$ cat config.mk
export PLATFORM = sky130hd
export DESIGN_NAME = mips32_mem_arbiter
export DESIGN_NICKNAME = d
export VERILOG_FILES = /design/src/rtl/mips32_mem_arbiter.sv
export SDC_FILE = /design/constraint.sdc
export NUM_CORES = 1
export LEC_CHECK = 0
export ABC_AREA = 1
export BUFFER_PORTS_ARGS = -buffer_cell sky130_fd_sc_hd__buf_2
export CAP_MARGIN = 20
export CORE_MARGIN = 10
export CORE_UTILIZATION = 25
export DETAILED_ROUTE_END_ITERATION = 10
export GPL_ROUTABILITY_DRIVEN = 0
export MAX_ROUTING_LAYER = met4
export PLACE_DENSITY = 0.5
export RECOVER_POWER = 50
export SYNTH_ARGS = -nofsm -noshare
export SYNTH_HDL_FRONTEND = slang
export SYNTH_SLANG_ARGS = --single-unit
$ cat constraint.sdc
create_clock -name clk1 -period 4.1 [get_ports clk1]
set_clock_uncertainty 0.05 [all_clocks]
set_input_delay 0.41 -clock clk1 [delete_from_list [all_inputs] [get_ports clk1]]
set_output_delay 0.41 -clock clk1 [all_outputs]
set_load 0.03 [all_outputs]
$ cat src/rtl/mips32_mem_arbiter.sv
// rtl/mips32_mem_arbiter.sv - shared I/D memory arbiter between the IF and MEM stages
// One transaction at a time; data wins unless a fetch has waited through STREAK_MAX data grants.
module mips32_mem_arbiter #(
  parameter int AW         = 10,
  parameter int DW         = 32,
  parameter int RD_LAT     = 2,
  parameter int STREAK_MAX = 3
) (
  input  logic          clk1,
  input  logic          rst_n,
  input  logic          i_req,
  input  logic [AW-1:0] i_addr,
  output logic          i_gnt,
  output logic          i_rvalid,
  output logic [DW-1:0] i_rdata,
  input  logic          d_req,
  input  logic          d_we,
  input  logic [AW-1:0] d_addr,
  input  logic [DW-1:0] d_wdata,
  output logic          d_gnt,
  output logic          d_done,
  output logic [DW-1:0] d_rdata,
  input  logic          flush,
  output logic          mem_en,
  output logic          mem_we,
  output logic [AW-1:0] mem_addr,
  output logic [DW-1:0] mem_wdata,
  input  logic [DW-1:0] mem_rdata,
  output logic          busy
);

  localparam logic [1:0] S_IDLE   = 2'd0;
  localparam logic [1:0] S_ACCESS = 2'd1;
  localparam logic [1:0] S_WAIT   = 2'd2;
  localparam logic [1:0] S_RESP   = 2'd3;

  localparam logic [1:0] OWN_NONE  = 2'd0;
  localparam logic [1:0] OWN_FETCH = 2'd1;
  localparam logic [1:0] OWN_LOAD  = 2'd2;
  localparam logic [1:0] OWN_STORE = 2'd3;

  localparam int CW = (RD_LAT > 1) ? $clog2(RD_LAT) : 1;
  localparam int SW = $clog2(STREAK_MAX + 1);
  localparam logic [CW-1:0] CNT_LOAD   = CW'(RD_LAT - 1);
  localparam logic [SW-1:0] STREAK_TOP = SW'(STREAK_MAX);

  logic [1:0]    r_state;
  logic [1:0]    r_owner;
  logic [CW-1:0] r_cnt;
  logic [SW-1:0] r_streak;
  logic          r_kill;
  logic          r_i_gnt;
  logic          r_i_rvalid;
  logic [DW-1:0] r_i_rdata;
  logic          r_d_gnt;
  logic          r_d_done;
  logic [DW-1:0] r_d_rdata;
  logic          r_mem_en;
  logic          r_mem_we;
  logic [AW-1:0] r_mem_addr;
  logic [DW-1:0] r_mem_wdata;
  logic          r_busy;

  logic          w_i_eff;
  logic          w_d_win;
  logic          w_i_win;
  logic [SW-1:0] w_streak_inc;

  // A flushed fetch request is treated as absent for both arbitration and streak accounting.
  always_comb begin
    w_i_eff      = i_req & ~flush;
    w_d_win      = d_req & (~w_i_eff | (r_streak < STREAK_TOP));
    w_i_win      = ~w_d_win & w_i_eff;
    w_streak_inc = (r_streak == STREAK_TOP) ? r_streak : r_streak + SW'(1);
  end

  always_ff @(posedge clk1) begin
    if (!rst_n) begin
      r_state     <= S_IDLE;
      r_owner     <= OWN_NONE;
      r_cnt       <= '0;
      r_streak    <= '0;
      r_kill      <= 1'b0;
      r_i_gnt     <= 1'b0;
      r_i_rvalid  <= 1'b0;
      r_i_rdata   <= '0;
      r_d_gnt     <= 1'b0;
      r_d_done    <= 1'b0;
      r_d_rdata   <= '0;
      r_mem_en    <= 1'b0;
      r_mem_we    <= 1'b0;
      r_mem_addr  <= '0;
      r_mem_wdata <= '0;
      r_busy      <= 1'b0;
    end else begin
      r_i_gnt    <= 1'b0;
      r_d_gnt    <= 1'b0;
      r_mem_en   <= 1'b0;
      r_mem_we   <= 1'b0;
      r_i_rvalid <= 1'b0;
      r_d_done   <= 1'b0;
      case (r_state)
        S_IDLE: begin
          if (w_d_win) begin
            r_owner     <= d_we ? OWN_STORE : OWN_LOAD;
            r_mem_addr  <= d_addr;
            r_mem_wdata <= d_wdata;
            r_mem_en    <= 1'b1;
            r_mem_we    <= d_we;
            r_d_gnt     <= 1'b1;
            r_streak    <= w_i_eff ? w_streak_inc : '0;
            r_busy      <= 1'b1;
            r_state     <= S_ACCESS;
          end else if (w_i_win) begin
            r_owner    <= OWN_FETCH;
            r_mem_addr <= i_addr;
            r_mem_en   <= 1'b1;
            r_i_gnt    <= 1'b1;
            r_streak   <= '0;
            r_busy     <= 1'b1;
            r_state    <= S_ACCESS;
          end
        end
        S_ACCESS: begin
          if (r_owner == OWN_FETCH && flush) begin
            r_kill <= 1'b1;
          end
          if (r_owner == OWN_STORE) begin
            r_d_done <= 1'b1;
            r_state  <= S_RESP;
          end else begin
            r_cnt   <= CNT_LOAD;
            r_state <= S_WAIT;
          end
        end
        S_WAIT: begin
          if (r_owner == OWN_FETCH && flush) begin
            r_kill <= 1'b1;
          end
          // Last WAIT cycle: memory data is valid now, so capture and raise the response.
          if (r_cnt == '0) begin
            if (r_owner == OWN_FETCH) begin
              r_i_rdata  <= mem_rdata;
              r_i_rvalid <= ~(r_kill | flush);
            end else begin
              r_d_rdata <= mem_rdata;
              r_d_done  <= 1'b1;
            end
            r_state <= S_RESP;
          end else begin
            r_cnt <= r_cnt - CW'(1);
          end
        end
        S_RESP: begin
          r_kill  <= 1'b0;
          r_owner <= OWN_NONE;
          r_busy  <= 1'b0;
          r_state <= S_IDLE;
        end
        default: begin
          r_state <= S_IDLE;
        end
      endcase
    end
  end

  assign i_gnt     = r_i_gnt;
  assign i_rvalid  = r_i_rvalid;
  assign i_rdata   = r_i_rdata;
  assign d_gnt     = r_d_gnt;
  assign d_done    = r_d_done;
  assign d_rdata   = r_d_rdata;
  assign mem_en    = r_mem_en;
  assign mem_we    = r_mem_we;
  assign mem_addr  = r_mem_addr;
  assign mem_wdata = r_mem_wdata;
  assign busy      = r_busy;

endmodule
**Word level (Yosys, flattened, before mapping)**

Index checks and enable logic that the tools add are counted.

- Bits in registers: 121
- Output and inout bits: 113
- Word-level logic and storage cells: 93

- Add/sub/neg operators: 2
- Magnitude comparators: 1
- Equal/unequal tests: 11
- Multiplexer cells: 29
- Bitwise gates (word level): 14
- Reductions and logical operators: 20

Operator list:

| cell | number |
|---|---|
| 2-to-1 mux 10 bit | 2 |
| 2-to-1 mux 2 bit | 8 |
| AND reduction 2 bit | 7 |
| 2-to-1 mux 1 bit | 13 |
| AND reduction 3 bit | 4 |
| inverter 1 bit | 9 |
| equality test 2 bit (second input constant) | 4 |
| one-hot mux 1 bit (2 select lines) | 4 |
| one-hot mux 2 bit (4 select lines) | 1 |
| nonzero test 2 bit | 4 |
| inequality test 3 bit (second input constant) | 2 |
| equality test 2 x 1 -> 1 bit (second input constant) | 2 |
| inequality test 2 bit (second input constant) | 2 |
| one-hot mux 2 bit (2 select lines) | 1 |
| OR reduction 4 bit | 1 |
| AND 1 bit | 3 |
| OR reduction 3 bit | 1 |
| adder 2 x 1 -> 2 bit (second input constant) | 1 |
| zero test 2 bit | 1 |
| < comparator 2 bit (second input constant) | 1 |
| inequality test 2 x 1 -> 1 bit (second input constant) | 1 |
| bitwise OR 1 bit | 2 |
| OR reduction 2 bit | 1 |
| logical AND 1 bit | 1 |
| subtractor 1 bit (second input constant) | 1 |

**Depth between registers and ports, before layout**

- Word-level depth: 10
- Depth in mapped cells: 9
- Depth with buffers taken out: 8

**Least setup slack after synthesis**

OpenSTA, ideal clock, no wires.

- Path type: register -> register
- Start point: register r_state[0]
- End point: register r_mem_addr[3] (netlist: mem_addr[3])
- Arrival: 1.257 ns
- Required time: 3.933 ns
- Slack: 2.676 ns
- Cell stages (with the launch flop): 9
- Buffers on the path: 1
- Period minus slack after synthesis: 1.424 ns
- Path through: dfxtp_1 inv_1 ha_1 inv_2 a21oi_4 buf_6 o21ai_0 nor2_1 nor2_1

- Longest elaborated chain between the ends: 2

Ends and longest elaborated chain:

| element | RTL line | source |
|---|---|---|
| start: declaration | 47 | `logic [1:0] r_state;` |
| start signal: assignment | 79 | `r_state <= S_IDLE;` |
| start signal: assignment | 113 | `r_state <= S_ACCESS;` |
| start signal: assignment | 121 | `r_state <= S_ACCESS;` |
| zero test 2 bit | 102 | `case (r_state)` |
| AND reduction 2 bit (no source line) | n/a |  |
| end signal: assignment | 106 | `r_mem_addr <= d_addr;` |
| end signal: assignment | 116 | `r_mem_addr <= i_addr;` |
| end: declaration | 60 | `logic [AW-1:0] r_mem_addr;` |

Every way passes these cells.
A chain may end at the register's enable or synchronous reset.

**Worst setup path after layout**

- Start point: register r_state[0]
- End point: register r_i_rdata[26] (netlist: i_rdata[26])

- Longest elaborated chain between the ends: 2

Ends and longest elaborated chain:

| element | RTL line | source |
|---|---|---|
| equality test 2 bit | 102 |  |
| AND reduction 3 bit (no source line) | n/a |  |
| end signal: assignment | 143 | `r_i_rdata <= mem_rdata;` |
| end: declaration | 54 | `logic [DW-1:0] r_i_rdata;` |

Every way passes these cells.

==> results.md <==
- Status: complete, no violations
- Synth area leaders: dfxtp_1 (53%), nor2_1 (19%), o21ai_0 (12%), inv_1 (2.5%), buf_6 (2.2%)
- Crit Path Category: flip-flop to flip-flop
- Worst Path Max Fanout: 34
- Min Hold Slack: 0.1546 ns
- DRT antenna net count: 0
- HPWL Detailed: 10,380 um
- Clock Tree Buf Depth: 2
- Total grt overflow: 0
- Synthesized area: 0.004564 mm2
- Number of synthesis warnings: 0
- Die height: 155.1 um
- Prevailing post-synth register cell: dfxtp_1
- Slew margin rel.: 54.62%
- Largest area contributor in the netlist: dfxtp_1
- P_leak: 2.628 nW
- Routed WL: 14,580 um
- # port buffers: 202
- Tmin final: 2.127 ns
- Top-level I/O count: 203
- Data required time of the worst path: 4.39 ns
- Flops & latches, synth: 121
- CP startpoint kind: flip-flop
- Post-place setup slack: 1.904 ns
- Share of cells above drive strength 1: 17.13%
- Clock latency on the worst-skew pair: 0.40 ns
- Number of flops mapped to enable cells by yosys: 0
- Final Hold Vio Count: 0
- Clock buffer count from CTS: 17
- Endpoints failing setup: 0
- Initial Util: 25.41%
- Width of the die: 155.1 um
- CTS H-Tree Depth: 4
- First-pass GRT wire length: 23,430 um
- Setup_tns: 0 ns
- Top cells by instance count after synthesis: nor2_1 (228), dfxtp_1 (121), o21ai_0 (109)
- Worst path arrival time: 2.42 ns
- Initial detailed-routing violation count: 188
- Die area: 0.02406 mm2
- Wirelength per Cell: 14.24 um
- TritonCTS clock tree: yes
- Resized cells post-CTS: 0
- DRC: 0
- Final Cycle Share: 51.87%
- Setup bufs post-CTS: 0
- Final worst-path setup slack: 1.973 ns
- Setup crit end kind: flip-flop
- Worst-Margin Slew: 0.6791 ns
- Clk slew on worst S/H paths: 0.05 ns
- Mapped Nets: 688
- Max-slew violations: 0
- Layout Nets: 877
- Clock sink count: 121
- Via Count: 4,340
- Synth cell types: 26
- Sequential share of the synthesized area: 53.07%
- RSZ-0062 raised after global routing: false
- Yosys top cell area share: 53.07%
- Pre-Repair DR Iteration Count: 4
- Min-Delay Path Class: input pin to flip-flop
- Most common cell in the netlist: nor2_1
- Via density: 4.238
- Largest net degree at the start of global routing: 51
- Vias in the first global route: 4,498
- Max Cap Viol: 0
- Post-Syn Instances: 593
- Fmax: 470.2 MHz
- Total global-route track usage: 12.30%
- Pwr dens: 781.2 mW/mm2
- Cts hold-fix bufs: 0
- Area Overhead vs Synth: 34.16%
- Final Core Density: 34.09%
- Synth Area per Inst: 7.697 um2
- Synth async-reset ratio: 0%
- Antenna violations before repair: 0
- Core Area: 0.01796 mm2
- CTS root buf: clkbuf_16
- Row cnt: 49
- VDD IR-drop max: 0.0002816 V
[cell families after synthesis]
| logic type | synth area share (%) |
|---|---|
| buf+inv | 7.867 |
| fa+ha+maj | 1.371 |
| compound gates | 14.20 |
| flops | 53.07 |
| simple gates | 23.49 |
[area by class of cell]
class                           instances  area [um2]
Antenna cell                            1       2.502
Inverter                               37       138.9
Fill cell                            2015       11840
Clock buffer                           23       488.0
Timing Repair Buffer                  204       884.6
Tap cell                              229       286.5
Clock inverter                          8       117.6
Sequential cell                       121        2422
Multi-Input combinational cell        401        1783
[power breakdown]
group | total [W] | internal (W) | leakage [nW] | switching, W
registers | 0.00163 | 0.00148 | 0.990 | 0.000155
clock network | 0.00153 | 0.00101 | 0.299 | 0.000516
logic | 0.00162 | 0.000397 | 1.34 | 0.00123
[critical path: stages (launching register included)]
cell and delay, ns:
dfxtp_1 0.35, inv_1 0.11, ha_1 0.17, inv_1 0.06
nor2_2 0.15, nand2_2 0.36, inv_2 0.59, nor2_1 0.08
nor2_1 0.12
[flip-flops by register name, summed over array words and instances, names as in the netlist]
| register | count |
|---|---|
| d_rdata | 32 |
| i_rdata | 32 |
| mem_wdata | 32 |
| mem_addr | 10 |
| r_owner | 2 |
| r_state | 2 |
| r_streak | 2 |
| busy | 1 |
| d_done | 1 |
| d_gnt | 1 |
| i_gnt | 1 |
| i_rvalid | 1 |
| mem_en | 1 |
| mem_we | 1 |
| r_cnt | 1 |
| r_kill | 1 |
[per-layer routing]
layer / global-route usage (%) / vias to the layer above / part of all wire, %
met2: 17.85 / 145 / 42
met3: 5.294 / 9 / 7.8
met4: 3.644 / 0 / 0.75
met1: 15.16 / 1922 / 49
met5: - / - / 0
li1: - / 2264 / -
[cells in the final DEF (no fill, tap or decap), types with 2 or more instances in the layout]
master,Yosys,final
inv_2,7,7
nand2_2,3,3
ha_1,5,5
clkbuf_8,0,4
o21ai_0,109,109
inv_1,30,30
clkbuf_1,11,115
nand3_1,10,10
nand2_4,2,2
clkbuf_16,0,17
nor2_1,228,228
buf_4,3,2
dfxtp_1,121,121
bufinv_16,0,3
o21ai_1,10,10
clkinv_2,0,4
nand2_1,18,18
a21oi_1,6,6
buf_2,8,89
nor3_1,2,2
[path summary, 6_finish.rpt]
path	startpoint	endpoint	slack, ns	cells past startpoint
max	r_state[0]	i_rdata[26]	1.97	8
min	flush	i_rvalid	0.15	2
max reg2reg	r_state[0]	i_rdata[26]	1.97	8
min reg2reg	r_kill	i_rvalid	0.39	1
[through the flow]
step | area, um2 | instances | total power, W
after detailed placement | 5657 | 992 | 0.003370
after CTS | 6262 | 1023 | 0.004927
after floorplan | 4564 | 593 | 0.002917
after global placement | 5657 | 992 | 0.003367
final | 6123 | 1024 | 0.004783
after global routing | 6121 | 1023 | 0.005112
Power figures use the tool's default switching activity.
